### src/rtl/encoder_layer_1_attention_self_value_weight_sink.sv
// Runtime-loaded sink for layer-1 self-attention value weights: streams beats into a
// DEPTH-word RAM and serves them through the same 2-cycle ce0-gated read port as the weight ROMs.
module encoder_layer_1_attention_self_value_weight_sink #(
  parameter int VALUE_WEIGHT_TENSOR_SIZE_DIM_0 = 32,
  parameter int VALUE_WEIGHT_PRECISION_0       = 16,
  parameter int VALUE_WEIGHT_PRECISION_1       = 3,
  parameter int VALUE_WEIGHT_PARALLELISM_DIM_0 = 1,
  parameter int VALUE_WEIGHT_PARALLELISM_DIM_1 = 1,
  localparam int P          = VALUE_WEIGHT_PARALLELISM_DIM_0 * VALUE_WEIGHT_PARALLELISM_DIM_1,
  localparam int DEPTH      = VALUE_WEIGHT_TENSOR_SIZE_DIM_0 / VALUE_WEIGHT_PARALLELISM_DIM_0,
  localparam int ADDR_WIDTH = $clog2(DEPTH) + 1,
  localparam int WORD_W     = VALUE_WEIGHT_PRECISION_0 * P
) (
  input  logic                                clk,
  input  logic                                rst_n,
  input  logic [VALUE_WEIGHT_PRECISION_0-1:0] data_in [P],
  input  logic                                data_in_valid,
  output logic                                data_in_ready,
  input  logic                                clear,
  output logic                                loaded,
  output logic [ADDR_WIDTH-1:0]               fill_count,
  output logic                                overrun,
  input  logic [ADDR_WIDTH-1:0]               address0,
  input  logic                                ce0,
  output logic [WORD_W-1:0]                   q0,
  output logic                                dbg_state
);

  // Handshake: a beat transfers on a rising clk edge where data_in_valid && data_in_ready;
  // data_in_ready depends on registered state only, never on data_in_valid.

  typedef enum logic {ST_LOAD = 1'b0, ST_FULL = 1'b1} state_e;

  localparam int IDX_W = $clog2(DEPTH);
  localparam logic [ADDR_WIDTH-1:0] DEPTH_A = ADDR_WIDTH'(DEPTH);
  localparam logic [ADDR_WIDTH-1:0] LAST_A  = ADDR_WIDTH'(DEPTH - 1);

  state_e                  state_q;
  logic [ADDR_WIDTH-1:0]   wptr_q;
  logic [ADDR_WIDTH-1:0]   fill_q;
  logic                    overrun_q;
  logic [WORD_W-1:0]       t0_q;
  logic [WORD_W-1:0]       q0_q;
  logic [WORD_W-1:0]       wdata;
  logic                    wr_en;
  logic [WORD_W-1:0]       ram [DEPTH];

  always_comb begin
    wdata = '0;
    for (int j = 0; j < P; j++) begin
      wdata[VALUE_WEIGHT_PRECISION_0*j +: VALUE_WEIGHT_PRECISION_0] = data_in[j];
    end
  end

  assign data_in_ready = (state_q == ST_LOAD);
  assign loaded        = (state_q == ST_FULL);
  assign fill_count    = fill_q;
  assign overrun       = overrun_q;
  assign q0            = q0_q;
  assign dbg_state     = state_q;

  // clear (and reset) override a coincident handshake, so the beat never reaches the RAM.
  assign wr_en = rst_n && !clear && (state_q == ST_LOAD) && data_in_valid;

  always_ff @(posedge clk) begin
    if (!rst_n) begin
      state_q   <= ST_LOAD;
      wptr_q    <= '0;
      fill_q    <= '0;
      overrun_q <= 1'b0;
    end else if (clear) begin
      state_q   <= ST_LOAD;
      wptr_q    <= '0;
      fill_q    <= '0;
      overrun_q <= 1'b0;
    end else begin
      case (state_q)
        ST_LOAD: begin
          if (data_in_valid) begin
            fill_q <= fill_q + 1'b1;
            if (wptr_q == LAST_A) begin
              wptr_q  <= '0;
              state_q <= ST_FULL;
            end else begin
              wptr_q <= wptr_q + 1'b1;
            end
          end
        end
        ST_FULL: begin
          if (data_in_valid) overrun_q <= 1'b1;
        end
        default: state_q <= ST_LOAD;
      endcase
    end
  end

  always_ff @(posedge clk) begin
    if (wr_en) ram[wptr_q[IDX_W-1:0]] <= wdata;
  end

  // Nonblocking RAM update gives read-before-write on a same-address collision.
  always_ff @(posedge clk) begin
    if (!rst_n) begin
      t0_q <= '0;
      q0_q <= '0;
    end else if (ce0) begin
      t0_q <= (address0 < DEPTH_A) ? ram[address0[IDX_W-1:0]] : '0;
      q0_q <= t0_q;
    end
  end

endmodule
### config.mk
export PLATFORM = sky130hd
export DESIGN_NAME = encoder_layer_1_attention_self_value_weight_sink
export DESIGN_NICKNAME = d
export VERILOG_FILES = /design/src/rtl/encoder_layer_1_attention_self_value_weight_sink.sv
export SDC_FILE = /design/constraint.sdc
export NUM_CORES = 1
export LEC_CHECK = 0
export CORE_MARGIN = 2
export CORE_UTILIZATION = 30
export CTS_CLUSTER_DIAMETER = 150
export DETAILED_ROUTE_END_ITERATION = 8
export GPL_TIMING_DRIVEN = 0
export PLACE_DENSITY = 0.52
export RECOVER_POWER = 100
export REMOVE_ABC_BUFFERS = 1
export SLEW_MARGIN = 40
export SYNTH_ARGS = -nofsm -noshare
export SYNTH_HDL_FRONTEND = slang
export SYNTH_SLANG_ARGS = --single-unit
### constraint.sdc
create_clock -name clk -period 2 [get_ports clk]
set_input_delay 0.2 -clock clk [delete_from_list [all_inputs] [get_ports clk]]
set_output_delay 0.2 -clock clk [all_outputs]
set_load 0.01 [all_outputs]
==> qor.yml <==
status:
  status: "complete, but fails checks"
  violations: "capacitance limit, slew limit, setup timing"
pwr:
  p_seq_frac: 0.531
  combPwrFrac: 0.048
  power.share.switching: 0.211
  peakVddDrop_v: 0.000616
  p_leak_nw: 8.18
  clockPowerShare: 0.420
  power_mw: 24.1
  p_per_area_mw_per_mm2: 931
  switching_power_mw: 5.10
  power.internal_mw: 19.0
detailed_routing:
  final_antenna_net_count: 0
  route.detailed.drc: 0
  drt_pre_antenna_iters: 5
  vias_per_cell: 4.89
  routed-via-count: 10800
  drtIter0Drc: 886
  wire_per_inst_um: 24.6
  routed_wl_um: 54200
critical_path:
  crit_required_ps: 2440
  r2r_setup_slack_ps: 10
  critical_path_class: "in -> reg"
  arrival_ps: 2460
  crit_buf_inv: 3
  crit_path_end_kind: "flip-flop"
  crit_chain: "buf_8, buf_16, buf_12, mux2i_1, o22ai_1, a2111oi_1, a211oi_1"
  crit_path_max_incr_delay_ps: 830
  rr_startpoint: "ram[31][4]"
  worst_r2r_path_depth: 3
  startpoint_type: "input pin"
  worstPathMaxFanout: 45
  cpMaxStageDelayCell: "a2111oi_1"
  crit_family: "compound AO/OA/AOI/OAI gates"
  r2r_end: "t0_q[4]"
floorplanning:
  core_area_mm2: 0.0716
  num_rows: 98
  die_area_mm2: 0.0745
  fp.dieW_um: 273
  start_util: 0.303
  io_pins: 53
  die_h_um: 273
synth:
  syn-cell-area_mm2: 0.0217
  synth_top_cell_by_area: "edfxtp_1"
  yosys_warnings: 0
  async_reset_ff_frac: 0
  synth_area_leaders: "edfxtp_1 (71%), mux4_2 (11%), dfxtp_1 (4.2%)"
  synth_seq_cells: 558
  synth-edff-count: 512
  postSynthCellCount: 1083
  synth_ff_type: "edfxtp_1"
  synth.distinct_cells: 47
  yosysSeqAreaShare: 0.751
  avgSynthCellArea_um2: 20.0
  synth_top_area_share: 0.708
placement:
  placed_area_mm2: 0.0239
  dpl.hpwl_um: 34400
  gp_congestion: 0.795
  io_buffers: 52
  place_inst: 2064
sta:
  drv_slew: 429
  fmax_mhz: 495
  whs_ps: 144
  slew_headroom: -0.157
  layout_min_cycle_time_ps: 2020
  setup_viol: 1
  rsz0062_at_grt: "false"
  clock_skew_ps: 10.4
  hold_viol_final: 0
  worstMarginPinSlew_ps: 1740
  fin_ws_ps: -18.6
  period_share: 1.01
global_routing:
  grtUsageMet1: 0.194
  antenna_found_initial: 2
  grt_pass1_vias: 11100
  grtUsageMet2: 0.239
  grt.overflow.total: 0
  use_met3: 0.0310
  grt_most_used_layer: "met2"
  grt_pass1_wl_um: 77900
  track_usage: 0.145
  grt_max_degree: 62
clock_network:
  htreeDepth: 2
  cts.sinks: 558
  cts_buffers: 58
  cts_hold_buf: 0
  clk_pin_slew_worst_paths_ps: 60
  cts_buffer_depth: 3
  root_buffer: "clkbuf_16"
  insertion_delay_ps: 610
  tritoncts: "yes"
cells_and_area:
  fin_util: 0.362
  nNetsFinal: 1243
  diodes: 0
  final_cell_area_mm2: 0.0259
  syn2layout_area_growth_pct: 19.3
  final_cell_count_no_fill: 2208
  drive_above_1_share: 0.265
min_path:
  hold_path_end: "q0[15]"
  hold_path.class: "in -> reg"
  hp-start: "ce0"
  hold_path_depth: 3
job:
  drv_cap: 14
## power groups by stage
stage | logic (mW) | registers (mW) | clock network [mW]
after global routing | 1.25 | 12.8 | 10.9
after floorplan | 0.442 | 13.0 | 0
after detailed placement | 1.17 | 13.1 | 0
after CTS | 1.19 | 12.8 | 10.4
after global placement | 1.33 | 13.1 | 0
final | 1.17 | 12.8 | 10.1
## cells by family (layout without fill, tap and decap cells)
group                    after synthesis  after routing  share of synthesized area
buffers and inverters                 61            236                     0.0175
flip-flops                           558            558                      0.751
AND/OR/NAND/NOR                      183            183                     0.0451
AO/OA/AOI/OAI                         89             89                     0.0325
XOR/XNOR                               7              7                    0.00282
adder cells (fa/ha/maj)                5              5                    0.00288
multiplexers                         180            180                      0.149
## worst min-delay path, stage by stage
cell and delay (ps):
buf_4 250, mux2i_1 170, nor2b_1 90
## cells in the final DEF, fill, tap and decap left out, drive strengths merged, types with 5 or more instances in the layout
cell type / instances
nor2: 50
mux2i: 57
or2b: 5
dlygate4sd3: 26
buf: 60
clkinv: 20
o22ai: 16
nor2b: 49
or2: 7
mux4: 111
mux2: 12
nand2: 29
o2111ai: 10
a211oi: 11
ha: 5
a2111oi: 35
nand2b: 19
a21oi: 6
edfxtp: 512
xor2: 6
dfxtp: 46
clkbuf: 120
o221ai: 5
## what timing repair did
action	4_1_cts	5_1_grt
setup buffers	20	17
hold endpoints to repair	0	0
pin swaps	20	6
gates resized for setup	17	4
endpoints found under the setup margin	513	147
## flip-flops by register name, indices dropped and copies added, names as in the netlist
| name | flops |
|---|---|
| t0_q | 16 |
| overrun | 1 |
| wptr_q | 6 |
| fill_count | 6 |
| ram | 512 |
| dbg_state | 1 |
| q0 | 16 |
## final cells by class
type	instances	area (um2)
Clock buffer	85	1690
Inverter	4	18.8
Sequential cell	558	16300
Clock inverter	22	106
Multi-Input combinational cell	464	5300
Fill cell	6699	45700
Timing Repair Buffer	125	1310
Tap cell	950	1190
## how the worst max path moves through the flow
stage,from,end,slack [ps],depth (start not counted)
floorplan,dbg_state,ram[30][0],-110,4
detailed placement,rst_n,ram[17][2],-1110,6
global placement,address0[1],t0_q[14],-7800,5
global route,dbg_state,ram[15][7],10,6
CTS,address0[4],t0_q[9],1,5
finish,address0[1],t0_q[4],-20,7
## through the flow
step / setup WS, ps / TNS, ps
3_3_place_gp: -7800 / -1545670
3_5_place_dp: -1110 / -497760
4_1_cts: 0.957 / 0
6_report: -18.6 / -18.6
5_1_grt: 11.0 / 0
2_1_floorplan: -106 / -52810
## cell usage after synthesis, types with 3 or more instances
master     instances
edfxtp_1         512
mux4_2           105
mux2i_1           57
nor2_1            50
nor2b_1           49
dfxtp_1           46
a2111oi_0         32
nand2_1           29
buf_2             25
nand2b_1          19
clkbuf_1          16
o22ai_1           16
mux2_2            12
a211oi_1          11
o2111ai_1         10
buf_4              7
or2_2              7
a21oi_1            6
mux4_1             6
xor2_1             6
ha_1               5
o221ai_1           5
or2b_1             5
inv_1              4
nand3_1            4
nand3b_1           4
nand4_1            4
a2111oi_1          3
buf_12             3
buf_6              3
or3b_2             3
## layer usage
layer  part of all wire  wire (um)
met2               0.48      26000
met1               0.43      23500
met3              0.062       3360
met5                  0          0
met4              0.024       1330
Power figures use the tool's default switching activity.
